File: config.mk
export PLATFORM = sky130hd
export DESIGN_NAME = gshare_predictor
export DESIGN_NICKNAME = d
export VERILOG_FILES = /design/src/rtl/bp_pkg.sv /design/src/rtl/gshare_predictor_ghr_unit.sv /design/src/rtl/gshare_predictor.sv
export SDC_FILE = /design/constraint.sdc
export NUM_CORES = 1
export LEC_CHECK = 0
export BUFFER_PORTS_ARGS = -buffer_cell sky130_fd_sc_hd__buf_4
export CAP_MARGIN = 10
export CORE_ASPECT_RATIO = 0.9
export CORE_MARGIN = 2
export CORE_UTILIZATION = 53
export CTS_CLUSTER_SIZE = 10
export DETAILED_ROUTE_END_ITERATION = 16
export GPL_TIMING_DRIVEN = 0
export PLACE_DENSITY = 0.95
export SYNTH_ARGS = -nofsm -noshare
export SYNTH_HDL_FRONTEND = slang
export SYNTH_HIERARCHICAL = 1
export SYNTH_SLANG_ARGS = --single-unit
File: constraint.sdc
create_clock -name clk -period 10.8 [get_ports clk]
set_clock_uncertainty 0.2 [all_clocks]
set_input_delay 2.16 -clock clk [delete_from_list [all_inputs] [get_ports clk]]
set_output_delay 2.16 -clock clk [all_outputs]
set_load 0.02 [all_outputs]
File: src/rtl/bp_pkg.sv
// Shared types and helpers for the gshare direction predictor.
// Counters are 2-bit saturating: values 0/1 predict not-taken, 2/3 predict taken.
package bp_pkg;

   typedef logic [1:0] pht_ctr_t;

   localparam pht_ctr_t CTR_SNT = 2'd0;
   localparam pht_ctr_t CTR_WNT = 2'd1;
   localparam pht_ctr_t CTR_WT  = 2'd2;
   localparam pht_ctr_t CTR_ST  = 2'd3;

   function automatic pht_ctr_t sat_update(input pht_ctr_t ctr, input logic taken);
      pht_ctr_t res;
      res = ctr;
      if (taken) begin
         if (ctr != CTR_ST) res = ctr + 2'd1;
      end else begin
         if (ctr != CTR_SNT) res = ctr - 2'd1;
      end
      return res;
   endfunction

endpackage

File: src/rtl/gshare_predictor_ghr_unit.sv
// Global history register: speculative shift at fetch, repaired from the EX snapshot.
// A mispredict repair outranks the fetch-side shift arriving in the same cycle.
module ghr_unit #(
   parameter int hist_len = 4
) (
   input  logic                clk,
   input  logic                rst,
   input  logic                ex_mispredict,
   input  logic                ex_taken,
   input  logic [hist_len-1:0] ex_ghr,
   input  logic                if_shift,
   input  logic                if_pred_taken,
   output logic [hist_len-1:0] ghr
);

   logic [hist_len-1:0] ghr_next;

   // Cast-truncation drops the oldest bit and covers hist_len = 1 without a slice.
   function automatic logic [hist_len-1:0] shift_in(input logic [hist_len-1:0] h, input logic b);
      return hist_len'({h, b});
   endfunction

   always_comb begin
      ghr_next = ghr;
      if (ex_mispredict) ghr_next = shift_in(ex_ghr, ex_taken);
      else if (if_shift) ghr_next = shift_in(ghr, if_pred_taken);
   end

   always_ff @(posedge clk or negedge rst) begin
      if (!rst) ghr <= '0;
      else      ghr <= ghr_next;
   end

endmodule

File: src/rtl/gshare_predictor.sv
// Gshare predictor: PHT of 2-bit counters indexed by PC xor global history,
// trained from EX, with BTB handoff signals and saturating perf counters.
module gshare_predictor
   import bp_pkg::*;
#(
   parameter int s_index  = 4,
   parameter int hist_len = 4
) (
   input  logic                clk,
   input  logic                rst,
   input  logic [31:0]         if_pc_in,
   input  logic                if_is_br,
   input  logic                if_stall,
   output logic                if_pred_taken,
   output logic [hist_len-1:0] if_ghr,
   input  logic [31:0]         ex_pc_in,
   input  logic                ex_br_valid,
   input  logic                ex_taken,
   input  logic [31:0]         ex_target,
   input  logic [hist_len-1:0] ex_ghr,
   input  logic                ex_pred_taken,
   output logic                ex_mispredict,
   output logic                update,
   output logic                update_btb,
   output logic                p_tnt,
   output logic [31:0]         br_out,
   output logic [31:0]         br_count,
   output logic [31:0]         mp_count
);

   localparam int num_sets = 2 ** s_index;

   pht_ctr_t            pht [num_sets];
   logic [hist_len-1:0] ghr;
   logic [s_index-1:0]  if_idx;
   logic [s_index-1:0]  ex_idx;
   pht_ctr_t            ex_ctr_next;
   logic                mispredict_raw;
   logic [31:0]         br_count_q;
   logic [31:0]         mp_count_q;
   logic                unused_pc_bits;

   assign if_idx = if_pc_in[s_index+1:2] ^ s_index'(ghr);
   assign ex_idx = ex_pc_in[s_index+1:2] ^ s_index'(ex_ghr);

   assign if_pred_taken = pht[if_idx][1];
   assign if_ghr        = ghr;

   assign mispredict_raw = ex_br_valid & (ex_taken != ex_pred_taken);
   assign ex_ctr_next    = sat_update(pht[ex_idx], ex_taken);

   // EX handoff is combinational but held at zero while reset is asserted.
   assign ex_mispredict = rst & mispredict_raw;
   assign update        = rst & ex_br_valid;
   assign update_btb    = rst & ex_br_valid & ex_taken;
   assign p_tnt         = rst & ex_ctr_next[1];
   assign br_out        = rst ? ex_target : 32'd0;

   assign br_count = br_count_q;
   assign mp_count = mp_count_q;

   assign unused_pc_bits = ^{if_pc_in[31:s_index+2], if_pc_in[1:0],
                             ex_pc_in[31:s_index+2], ex_pc_in[1:0]};

   always_ff @(posedge clk or negedge rst) begin
      if (!rst) begin
         for (int i = 0; i < num_sets; i++) pht[i] <= CTR_WNT;
      end else if (ex_br_valid) begin
         pht[ex_idx] <= ex_ctr_next;
      end
   end

   always_ff @(posedge clk or negedge rst) begin
      if (!rst) begin
         br_count_q <= '0;
         mp_count_q <= '0;
      end else begin
         if (ex_br_valid && (br_count_q != 32'hFFFF_FFFF)) br_count_q <= br_count_q + 32'd1;
         if (mispredict_raw && (mp_count_q != 32'hFFFF_FFFF)) mp_count_q <= mp_count_q + 32'd1;
      end
   end

   ghr_unit #(.hist_len(hist_len)) u_ghr (
      .clk           (clk),
      .rst           (rst),
      .ex_mispredict (mispredict_raw),
      .ex_taken      (ex_taken),
      .ex_ghr        (ex_ghr),
      .if_shift      (if_is_br & ~if_stall),
      .if_pred_taken (if_pred_taken),
      .ghr           (ghr)
   );

endmodule

Yosys cells after proc, flatten, opt, wreduce, memory -nomap -nowiden
Index checks and enable logic that the tools add are counted.
- bits in registers: 100
- bitwise logic cells: 11
- magnitude comparators: 3
- multiplexer cells: 15
- eq/ne operators: 4
- reduce and logical (&&, ||, !) cells: 5
- add/subtract/negate cells: 4
- operators with widths (kind ; number):
    $add A32 B1 Y32 const B ; 2
    $ne A32 B32 Y1 const B ; 2
    $bwmux W32 ; 1
    $mux W32 ; 1
    $bmux W2 S4 ; 2
    $mux W2 ; 8
    $ge A5 B5 Y1 const B ; 2
    $not A4 Y5 ; 2
    $demux W2 S4 ; 1
    $mux W4 ; 2
    $xor A4 B4 Y4 ; 2
    $and A1 B1 Y1 ; 6
    $lt A5 B1 Y1 const B ; 1
    $reduce_bool A2 Y1 ; 2
    $logic_and A1 B1 Y1 ; 3
    $add A2 B1 Y2 const B ; 1
    $ne A2 B2 Y1 const B ; 1
    $sub A2 B1 Y2 const B ; 1
    $ne A1 B1 Y1 ; 1
    $not A1 Y1 ; 1

Depth between registers and ports, before layout
- depth after elaboration: 9
- gate-level depth with buffers: 8
- gate-level depth less buffers: 7

By module
Netlist, hierarchy kept.
- by module, submodules not included (module ; area each (um^2) ; times used ; sequential area each (um^2) ; cells an instance):
    gshare_predictor ; 5048.6 ; 1 ; 2422.3 ; 463
    ghr_unit ; 186.4 ; 1 ; 100.1 ; 17

Worst setup path after synthesis
No wires, ideal clock.
- kind: input -> output
- start: input ex_ghr[0]
- end: output p_tnt
- data required time: 8440 ps
- arrival time: 4156 ps
- cell stages on the path: 8
- setup slack: 4284 ps
- cells stage by stage: xor2_1 -> buf_6 -> mux4_2 -> a22oi_1 -> nand2_1 -> maj3_2 -> buf_2 -> and2_1
- longest elaborated chain between the ends: 9
- elaborated cells on any way between the ends: 13
- ends and longest elaborated chain (element ; RTL line ; source):
    start, declared ; gshare_predictor.sv:20 ; input logic [hist_len-1:0] ex_ghr,
    $xor A4 B4 Y4 * ; gshare_predictor.sv:44 ; assign ex_idx = ex_pc_in[s_index+1:2] ^ s_index'(ex_ghr);
    $not A4 Y5 (implied by the code) * ; gshare_predictor.sv:50 ; assign ex_ctr_next = sat_update(pht[ex_idx], ex_taken);
    $bmux W2 S4 * ; gshare_predictor.sv:50 ;
    $mux W2 (implied by the code) * (2 in a row) ; gshare_predictor.sv:50 ;
    $sub A2 B1 Y2 (tied with other cells) ; bp_pkg.sv:18 ; if (ctr != CTR_SNT) res = ctr - 2'd1;
    $mux W2, on equally long branches ; bp_pkg.sv:18, bp_pkg.sv:16 ;
    $mux W2 * ; bp_pkg.sv:15 ; if (taken) begin
    $and A1 B1 Y1 * ; gshare_predictor.sv:56 ; assign p_tnt = rst & ex_ctr_next[1];
    end, declared ; gshare_predictor.sv:25 ; output logic p_tnt,
Mark *: on every way between the ends. The rest lies on a longest branch, timed or not. The select of a mux whose other input is x is not followed.

Worst setup path in the final report
Same ends and word-level chain as after synthesis.

==> flow_summary.ini <==
[logic_synthesis]
netlist_instances = 480
synth-seq-cells = 100
avgSynthCellArea_sq_um = 10.91
seq_area_frac_synth = 0.4818
synth.top_cells.by_area = dfrtp_1 (40%), dfstp_2 (8.0%), mux2_2 (7.3%), xor2_1 (6.9%), xnor2_1 (5.2%)
synth.distinct_cells = 36
yosysTopAreaCell = dfrtp_1
synth_nets = 589
async_flop_share = 1.000
post-synth-top-area-fraction = 0.4015
ys.flop_type = dfrtp_1
ys.warnings.count = 6
synth_edf_count = 0
netlist_area_sq_um = 5235

[cells_and_area]
final_common_cell = buf_4
design_area_sq_um = 6837
fillCellCount = 702
layout_common_cells = buf_4 (154), dfrtp_1 (84), xor2_1 (41), nor2_1 (41), nand2_1 (40)
n_antenna_cell = 0
drive_above_1_share = 0.3696
nNetsFinal = 756
syn2layout_area_growth_pct = 30.59

[place]
portBuffers = 155
place.gp.congestion = 0.9381
postPlaceCellArea_sq_um = 6556
hpwl_um = 9755

[clock_network]
ctsResizeCount = 0
post-cts-setup-buffers = 0
root_buffer = clkbuf_8
clk-insertion-delay-late_ns = 0.37
cts_buffers = 9
clock_path_buffers = 2
cts_tree = done
cts_htree_levels = 3
clk_pin_slew_ns = 0.10
hold_buffers = 0
clock_sinks = 100

[min_path]
min_delay_path_depth = 1
hold_path.class = reg -> reg

[sta]
worstMarginPinSlew_ns = 1.006
hold_violations = 0
rsz0062_at_grt = false
period_minus_slack_ns = 7.128
final-setup-viol-count = 0
setup_tns_ns = 0
fmax_mhz = 140.3
fin_crit_sh = 0.6600
slew-limit-headroom = 0.3120
slew_viol_final = 0

[global_routing]
grt_overflow = 0
grt_pass1_vias = 4407
grt_use_total = 0.2609
grt_max_degree = 109
grt_pass1_wl_um = 21740
antenna_found_initial = 0

[detailed_routing]
post_drt_wl_per_cell_um = 17.30
dr.pass1.iters = 5
drc = 0
dr_total_vias = 4381
totalWireLength_um = 13460
first_iter_violations = 202
via_per_inst = 5.631
drtAntennaViolNets = 0

[setup_path]
path_class = in -> out
critPathCaptureType = output port
critPathMaxFanout = 10
r2r_setup_slack_ns = 7.99
crit_cells = 10
critical_path.top_delay_family = buffers and inverters
rr_startpoint = br_count[20]
cp-startpoint = ex_ghr[0]
required_ns = 8.44
r2r_cells = 7
cpMaxStageDelayCell = mux4_2
r2r-end = br_count[5]
critical-path-max-stage-delay_ns = 0.53
crit_buf_inv = 4
crit_end = p_tnt
path_cells = buf_4 > xor2_1 > buf_6 > mux4_2 > a22oi_1 > nand2_1 > maj3_2 > buf_2 > and2_1 > buf_4
cp_common_cell = buf_4
cp.arrival_ns = 4.77
cp-start-kind = input port

[power]
leakagePower_nw = 3.322
p_total_mw = 1.225
power_density_nw_per_um2 = 179.2
ir_drop_uv = 144.7

[die]
initial_core_util = 0.5421
dieArea_sq_um = 10690
core_sq_um = 9657
rows = 34
die_h_um = 98.29
ios = 212
die_x_um = 108.8

[job]
max-cap-violations = 0

[outcome]
status = complete, no violations
-- Yosys cell counts, types with 10 or more instances --
| cell type | count |
|---|---|
| xor2_1 | 41 |
| mux4_2 | 12 |
| and2_1 | 37 |
| nor3_1 | 14 |
| nand3_1 | 25 |
| nand4_1 | 20 |
| inv_1 | 10 |
| mux2_2 | 34 |
| and4_1 | 11 |
| nand2_1 | 40 |
| nor2_1 | 41 |
| dfstp_2 | 16 |
| dfrtp_1 | 84 |
| xnor2_1 | 31 |
| and3_1 | 11 |
-- cells by family after synthesis --
kind of cell             synth area share
AND/OR/NAND/NOR                    0.2110
flip-flops                         0.4818
XOR/XNOR                           0.1236
multiplexers                       0.1343
buffers and inverters             0.02079
AO/OA/AOI/OAI                     0.01936
adder cells (fa/ha/maj)          0.009081
-- power by group --
part | internal (mW) | switching, mW | total [mW]
combinational | 0.187 | 0.187 | 0.374
sequential | 0.475 | 0.0831 | 0.558
clock | 0.162 | 0.132 | 0.293
total | 0.824 | 0.402 | 1.23
-- worst min-delay path by stage --
| stage | from | to | slack [ns] |
|---|---|---|---|
| 2_1_floorplan | pht[11] | pht[11] | 0.29 |
| 3_3_place_gp | br_count[25] | br_count[25] | 0.27 |
| 3_5_place_dp | br_count[23] | br_count[23] | 0.29 |
| 4_1_cts | br_count[23] | br_count[23] | 0.30 |
| 5_1_grt | br_count[25] | br_count[25] | 0.33 |
| 6_report | br_count[23] | br_count[23] | 0.30 |
-- routing by layer --
layer  up-vias  wire length (um)  global-route usage
li1       2006                 -                   -
met1      2150              5291              0.3290
met2       194              6851              0.4423
met3        31               963             0.05140
met4         0               353              0.1016
met5         -                 0                   0
-- stage by stage --
stage,util,instances,hold WS (ns),setup slack [ns]
floorplan,-,480,0.2923,4.284
global placement,0.6789,761,0.2745,3.792
global route,0.7080,778,0.3283,3.502
finish,0.7080,778,0.2991,3.672
CTS,0.7047,777,0.3020,3.691
detailed placement,0.6789,761,0.2867,3.718
-- flip-flops by register name, summed over array words and instances (netlist names) --
name / count
br_count: 32
pht: 32
u_ghr/ghr: 4
mp_count: 32
-- area by class of cell --
cell class	instances	area, sq um	area share
well taps	126	157.7	0.02306
inverters	10	37.54	0.005490
flip-flops and latches	100	2522	0.3690
plain buffers	14	71.32	0.01043
clock inverters	5	107.6	0.01574
repair buffers	156	1195	0.1748
multi-input cells	356	2604	0.3809
clock buffers	11	141.4	0.02068
(Power assumes the default switching activity.)
